File: config.mk
export PLATFORM = sky130hd
export DESIGN_NAME = forward_ctrl_flat
export DESIGN_NICKNAME = d
export VERILOG_FILES = /design/src/rtl/forward_ctrl_pkg.sv /design/src/rtl/forward_ctrl_if.sv /design/src/rtl/forward_ctrl_fwd_sel.sv /design/src/rtl/forward_ctrl.sv /design/src/flat_wrapper.sv
export SDC_FILE = /design/constraint.sdc
export NUM_CORES = 1
export LEC_CHECK = 0
export CORE_ASPECT_RATIO = 1.4
export CORE_MARGIN = 2
export CORE_UTILIZATION = 55
export CTS_CLUSTER_DIAMETER = 40
export DETAILED_ROUTE_END_ITERATION = 6
export PLACE_DENSITY = 0.87
export SYNTH_ARGS = -nofsm -noshare
export SYNTH_HDL_FRONTEND = slang
export SYNTH_SLANG_ARGS = --single-unit
File: constraint.sdc
create_clock -name clk -period 4.8 [get_ports clk]
set_clock_uncertainty 0.1 [all_clocks]
set_input_delay 1.44 -clock clk [delete_from_list [all_inputs] [get_ports clk]]
set_output_delay 1.44 -clock clk [all_outputs]
set_load 0.01 [all_outputs]
File: src/rtl/forward_ctrl_pkg.sv
// Shared pipeline definitions for the forwarding/hazard controller:
// operand select encodings and the bubble value of a stage record.
package forward_ctrl_pkg;

  typedef enum logic [1:0] {
    SEL_RF    = 2'd0,
    SEL_WB    = 2'd1,
    SEL_EXMEM = 2'd2,
    SEL_IMM   = 2'd3
  } fwd_sel_e;

  typedef struct packed {
    logic regwrite;
    logic memread;
    logic alusrc;
  } ctrl_t;

  // A bubble carries no control and zero specifiers; specifier width is
  // set by the instantiating module, so only its value lives here.
  localparam ctrl_t       CTRL_BUBBLE = '{regwrite: 1'b0, memread: 1'b0, alusrc: 1'b0};
  localparam int unsigned SPEC_BUBBLE = 0;

endpackage

File: src/rtl/forward_ctrl_if.sv
// ID-stage request and forwarding/stall response bundle of forward_ctrl.
interface forward_ctrl_if #(
  parameter int REG_W = 5,
  parameter int CNT_W = 16
);
  logic             id_valid;
  logic [REG_W-1:0] id_rs;
  logic [REG_W-1:0] id_rt;
  logic [REG_W-1:0] id_rd;
  logic             id_regwrite;
  logic             id_memread;
  logic             id_alusrc;
  logic             flush;
  logic [1:0]       ForwardA;
  logic [1:0]       ForwardB;
  logic             stall;
  logic [CNT_W-1:0] stall_count;

  modport master (
    output id_valid, id_rs, id_rt, id_rd, id_regwrite, id_memread, id_alusrc, flush,
    input  ForwardA, ForwardB, stall, stall_count
  );

  modport slave (
    input  id_valid, id_rs, id_rt, id_rd, id_regwrite, id_memread, id_alusrc, flush,
    output ForwardA, ForwardB, stall, stall_count
  );
endinterface

File: src/rtl/forward_ctrl_fwd_sel.sv
// One operand's forward select from the MEM and WB records; MEM wins.
module fwd_sel
  import forward_ctrl_pkg::*;
#(
  parameter int REG_W = 5
) (
  input  logic [REG_W-1:0] src,
  input  logic [REG_W-1:0] mem_rd,
  input  ctrl_t            mem_ctrl,
  input  logic [REG_W-1:0] wb_rd,
  input  ctrl_t            wb_ctrl,
  output fwd_sel_e         sel
);

  // A load in MEM has no ALU result worth forwarding yet.
  always_comb begin
    sel = SEL_RF;
    if (mem_ctrl.regwrite && !mem_ctrl.memread && (mem_rd != '0) && (mem_rd == src))
      sel = SEL_EXMEM;
    else if (wb_ctrl.regwrite && (wb_rd != '0) && (wb_rd == src))
      sel = SEL_WB;
  end

endmodule

File: src/rtl/forward_ctrl.sv
// EX/MEM/WB shadow records driving operand forwarding selects and the
// load-use stall, with a saturating stall counter.
module forward_ctrl
  import forward_ctrl_pkg::*;
#(
  parameter int REG_W = 5,
  parameter int CNT_W = 16
) (
  input  logic         clk,
  input  logic         rst_n,
  forward_ctrl_if.slave bus
);

  localparam int NUM_OPS = 2;

  typedef struct packed {
    logic [REG_W-1:0] rs;
    logic [REG_W-1:0] rt;
    logic [REG_W-1:0] rd;
    ctrl_t            ctrl;
  } stage_t;

  localparam stage_t STAGE_BUBBLE = '{
    rs:   REG_W'(SPEC_BUBBLE),
    rt:   REG_W'(SPEC_BUBBLE),
    rd:   REG_W'(SPEC_BUBBLE),
    ctrl: CTRL_BUBBLE
  };

  stage_t           ex_q, ex_d, mem_q, mem_d, wb_q, wb_d;
  logic [CNT_W-1:0] cnt_q, cnt_d;
  logic             hazard, stall;

  logic [NUM_OPS-1:0][REG_W-1:0] src;
  fwd_sel_e                      sel [NUM_OPS];

  assign src[0] = ex_q.rs;
  assign src[1] = ex_q.rt;

  for (genvar i = 0; i < NUM_OPS; i++) begin : g_sel
    fwd_sel #(.REG_W(REG_W)) u_sel (
      .src      (src[i]),
      .mem_rd   (mem_q.rd),
      .mem_ctrl (mem_q.ctrl),
      .wb_rd    (wb_q.rd),
      .wb_ctrl  (wb_q.ctrl),
      .sel      (sel[i])
    );
  end

  assign bus.ForwardA = sel[0];
  assign bus.ForwardB = ex_q.ctrl.alusrc ? SEL_IMM : sel[1];

  // Flush kills the consumer, so a hazard under flush needs no stall.
  assign hazard = bus.id_valid && ex_q.ctrl.memread && (ex_q.rd != '0) &&
                  ((ex_q.rd == bus.id_rs) || (ex_q.rd == bus.id_rt));
  assign stall  = hazard && !bus.flush;

  assign bus.stall       = stall;
  assign bus.stall_count = cnt_q;

  always_comb begin
    mem_d = ex_q;
    wb_d  = mem_q;
    ex_d  = STAGE_BUBBLE;
    if (bus.id_valid && !bus.flush && !stall) begin
      ex_d.rs            = bus.id_rs;
      ex_d.rt            = bus.id_rt;
      ex_d.rd            = bus.id_rd;
      ex_d.ctrl.regwrite = bus.id_regwrite;
      ex_d.ctrl.memread  = bus.id_memread;
      ex_d.ctrl.alusrc   = bus.id_alusrc;
    end
    cnt_d = cnt_q;
    if (stall && (cnt_q != '1))
      cnt_d = cnt_q + CNT_W'(1);
  end

  always_ff @(posedge clk or negedge rst_n) begin
    if (!rst_n) begin
      ex_q  <= STAGE_BUBBLE;
      mem_q <= STAGE_BUBBLE;
      wb_q  <= STAGE_BUBBLE;
      cnt_q <= '0;
    end else begin
      ex_q  <= ex_d;
      mem_q <= mem_d;
      wb_q  <= wb_d;
      cnt_q <= cnt_d;
    end
  end

endmodule

File: src/flat_wrapper.sv
// flat-port wrapper written by rule: the top's interface ports become plain ports
module forward_ctrl_flat import forward_ctrl_pkg::*;
#(
  parameter int REG_W = 5,
  parameter int CNT_W = 16
)
  (clk, rst_n, bus_id_valid, bus_id_rs, bus_id_rt, bus_id_rd, bus_id_regwrite, bus_id_memread, bus_id_alusrc, bus_flush, bus_ForwardA, bus_ForwardB, bus_stall, bus_stall_count);
  forward_ctrl_if #(.REG_W(REG_W), .CNT_W(CNT_W)) bus_i ();
  input  logic clk;
  input  logic rst_n;
  input wire logic [$bits(bus_i.id_valid)-1:0] bus_id_valid;
  input wire logic [$bits(bus_i.id_rs)-1:0] bus_id_rs;
  input wire logic [$bits(bus_i.id_rt)-1:0] bus_id_rt;
  input wire logic [$bits(bus_i.id_rd)-1:0] bus_id_rd;
  input wire logic [$bits(bus_i.id_regwrite)-1:0] bus_id_regwrite;
  input wire logic [$bits(bus_i.id_memread)-1:0] bus_id_memread;
  input wire logic [$bits(bus_i.id_alusrc)-1:0] bus_id_alusrc;
  input wire logic [$bits(bus_i.flush)-1:0] bus_flush;
  output wire logic [$bits(bus_i.ForwardA)-1:0] bus_ForwardA;
  output wire logic [$bits(bus_i.ForwardB)-1:0] bus_ForwardB;
  output wire logic [$bits(bus_i.stall)-1:0] bus_stall;
  output wire logic [$bits(bus_i.stall_count)-1:0] bus_stall_count;
  assign bus_i.id_valid = bus_id_valid;
  assign bus_i.id_rs = bus_id_rs;
  assign bus_i.id_rt = bus_id_rt;
  assign bus_i.id_rd = bus_id_rd;
  assign bus_i.id_regwrite = bus_id_regwrite;
  assign bus_i.id_memread = bus_id_memread;
  assign bus_i.id_alusrc = bus_id_alusrc;
  assign bus_i.flush = bus_flush;
  assign bus_ForwardA = bus_i.ForwardA;
  assign bus_ForwardB = bus_i.ForwardB;
  assign bus_stall = bus_i.stall;
  assign bus_stall_count = bus_i.stall_count;
  forward_ctrl #(.REG_W(REG_W), .CNT_W(CNT_W)) u_core (.clk(clk), .rst_n(rst_n), .bus(bus_i));
endmodule
==> summary.txt <==
Outcome
  – Status: finished, final reports clean

Critical path
  – Startpoint type of the worst setup path: input pin
  – Required time at the worst-slack endpoint: 3.26 ns
  – Worst EP arrival: 3.16 ns
  – Element type at the critical path end: output pin
  – Critical Path Fanout Max: 2
  – Worst Path Class, Setup: input pin to output pin

STA
  – Rel. slew slack: 34.88%
  – Total count of max-transition violations in the final report: 0
  – Final Setup Violations: 0
  – Peak clock frequency supported by timing: ~210 MHz
  – Final hold violations: 0
  – Crit share post-route: 98.01%
  – Fin crit period: 4.705 ns
  – Actual transition at the worst max-transition pin: 0.9767 ns
  – Total negative slack for setup checks: 0 ns
  – Unrepaired setup endpoints after global routing: no

Clocking
  – Clock latency at the later pin of the worst-skew pair: around 0.3 ns
  – Clock tree from TritonCTS: done
  – Register clock-pin slew on the reported worst setup and hold paths: 0.08 ns
  – CTS-repair resized insts: 0
  – Total clock sinks: 47
  – Post-cts hold buffer count: 0
  – Number of setup buffers added after CTS: 0
  – # H-tree levels: 2
  – Total clock buffers created by CTS: 5
  – Root buf cell: sky130_fd_sc_hd__clkbuf_8
  – Number of buffers on the longest clock path: 2

Die
  – Effective utilization at floorplan: 56.11%
  – Vertical extent of the die: roughly 78 um
  – Cell Rows: 27
  – Core box area: 3851 um2
  – Number of top-level design ports: 43
  – Area of the die: ~4500 um2
  – Die W: 56.98 um

Synth
  – Library cell with the largest summed area after synthesis: sky130_fd_sc_hd__dfrtp_1
  – Cell types with the largest area share after synthesis: sky130_fd_sc_hd__dfrtp_1 (54%), sky130_fd_sc_hd__xor2_1 (14%), sky130_fd_sc_hd__and2_1 (5.2%)
  – Post-synthesis sequential area ratio: 54.43%
  – Yosys cell types: 31
  – Total of warnings raised by yosys: 0
  – Synth top cells by count: sky130_fd_sc_hd__dfrtp_1 (47), sky130_fd_sc_hd__xor2_1 (34), sky130_fd_sc_hd__and2_1 (18)
  – Yosys top cell area share: 54.43%
  – Primary FF master, synth: sky130_fd_sc_hd__dfrtp_1
  – Synthesized area: 2161 um2
  – Post-Syn Instances: about 180
  – Count leader, synth: sky130_fd_sc_hd__dfrtp_1
  – Syn avg cell area: 11.94 um2
  – Share of synthesized registers carrying an async set or reset: 100.0%
  – Number of flops mapped to enable cells by yosys: 0
  – Post-synthesis register bit count: 47
  – Post-Synthesis Net Count: 204

Pwr
  – Cell area power density: 284.7 nW/um2
  – Maximum ir drop on the vdd rail: 228.0 uV
  – Pleak: 1.304 nW

Global routing
  – GRT Residual Overflow: 0
  – Number of antenna violations at the first check in global routing: 0
  – Via count of the first global-routing pass: ~1500
  – Largest net degree at the start of global routing: 48
  – All-layer global routing usage: approximately a fifth
  – Wire length of the first global-routing pass: 6969 um

Finish
  – Fraction of layout cells with a size suffix above 1: 8.696%
  – Layout overhead on the synthesized area: 26.46%
  – Diodes inserted: 0
  – Net count, final: 252
  – Final non-filler cell total: 273

Job
  – Number of maximum-capacitance constraint violations: 0

Drt
  – Routed Wire Length: 4143 um
  – Number of vias after detailed routing: between 1000 and 1500
  – Length of the first detailed-routing pass in iterations: 4
  – Starting DRC count in detailed routing: 27
  – Detailed-route vias per instance: 5.473
  – DRC viols: 0
  – Antenna violation net count after detailed routing: 0
  – Routed len/inst: 15.18 um

Placed design
  – Gpl congestion: 0.8482
  – Input/output buffers: 42
  – Hpwl dp: 3106 um
  – Cell Count Post-Placement: 265

Min path
  – Path class of the lowest-slack min-delay path: flip-flop to flip-flop
cell families (layout without fill, tap and decap cells):
logic type / count (synthesis) / after routing / share of synthesized area [%]
compound gates: 7 / 7 / 3.648
fa+ha+maj: 1 / 1 / 0.5789
mux: 4 / 4 / 2.027
xor+xnor: 42 / 42 / 17.02
flops: 47 / 47 / 54.43
simple gates: 75 / 75 / 20.56
buf+inv: 5 / 54 / 1.737
layout make-up:
type / instances / area [um2]
flip-flops and latches: 47 / 1176
fillers: 307 / 1119
multi-input cells: 129 / 947.2
repair buffers: 44 / 430.4
clock buffers: 6 / 82.58
well taps: 43 / 53.80
clock inverters: 2 / 35.03
inverters: 2 / 7.507
worst max-delay path: stages:
cell	delay [ns]
sky130_fd_sc_hd__clkdlybuf4s50_1	0.44
sky130_fd_sc_hd__xor2_1	0.17
sky130_fd_sc_hd__nor3_1	0.24
sky130_fd_sc_hd__a22oi_2	0.12
sky130_fd_sc_hd__nor2_1	0.18
sky130_fd_sc_hd__clkdlybuf4s50_1	0.57
stage by stage:
step                instance area [um2]  power, mW  hold slack, ns  setup slack (ns)  utilization [%]
floorplan                          2161     0.4563          0.2312            0.9731                -
global placement                   2615     0.4912          0.2352            0.1167            67.90
detailed placement                 2615     0.4935          0.2471            0.1200            67.90
CTS                                2733     0.7852          0.2655           0.06339            70.96
global route                       2733     0.8106          0.2826           0.04112            70.96
finish                             2733     0.7779          0.2675           0.09533            70.96
cells in the final DEF, fill, tap and decap left out, drive strengths merged, types with 2 or more instances in the layout:
| cell | count |
|---|---|
| buf | 3 |
| o21ai | 2 |
| inv | 2 |
| clkbuf | 6 |
| xor2 | 34 |
| and4 | 2 |
| and3 | 2 |
| or4 | 4 |
| clkdlybuf4s50 | 41 |
| nor2 | 5 |
| nand3 | 9 |
| xnor2 | 8 |
| nand4 | 3 |
| nor4 | 15 |
| nor4b | 2 |
| dfrtp | 47 |
| and2 | 18 |
| nand2 | 8 |
| mux2 | 3 |
| nor3 | 4 |
power breakdown:
group          total, mW  internal, mW  leakage, nW  switching, mW
combinational     0.0668        0.0368        0.607         0.0300
clock              0.293         0.168       0.0612          0.125
sequential         0.418         0.406        0.635         0.0116
total              0.778         0.611         1.30          0.166
path summary, 6_finish.rpt:
| kind | start | cells after the start | slack (ns) | to |
|---|---|---|---|---|
| setup / recovery | bus_id_rs[2] | 6 | 0.1 | bus_stall |
| hold / removal | u_core.ex_q[2] | 0 | 0.27 | u_core.mem_q[2] |
| setup reg to reg | u_core.ex_q[5] | 6 | 2.65 | u_core.bus.stall_count[14] |
| hold reg to reg | u_core.ex_q[2] | 0 | 0.27 | u_core.mem_q[2] |
| max in group asynchronous | rst_n | 1 | 2.80 | u_core.wb_q[4] |
| min in group asynchronous | rst_n | 1 | 1.19 | u_core.ex_q[1] |
sequential cells by signal (all words and copies together), names as in the netlist:
signal	cells
u_core.ex_q	18
u_core.bus.stall_count	16
u_core.mem_q	7
u_core.wb_q	6
layer usage:
metal | GRT usage (%) | wire length, um
met1 | 21.54 | 1478
met2 | 38.51 | 2403
met3 | 4.283 | 172
met4 | 8.837 | 89
met5 | 0 | 0
No activity file was read; power rests on OpenSTA's default activity.
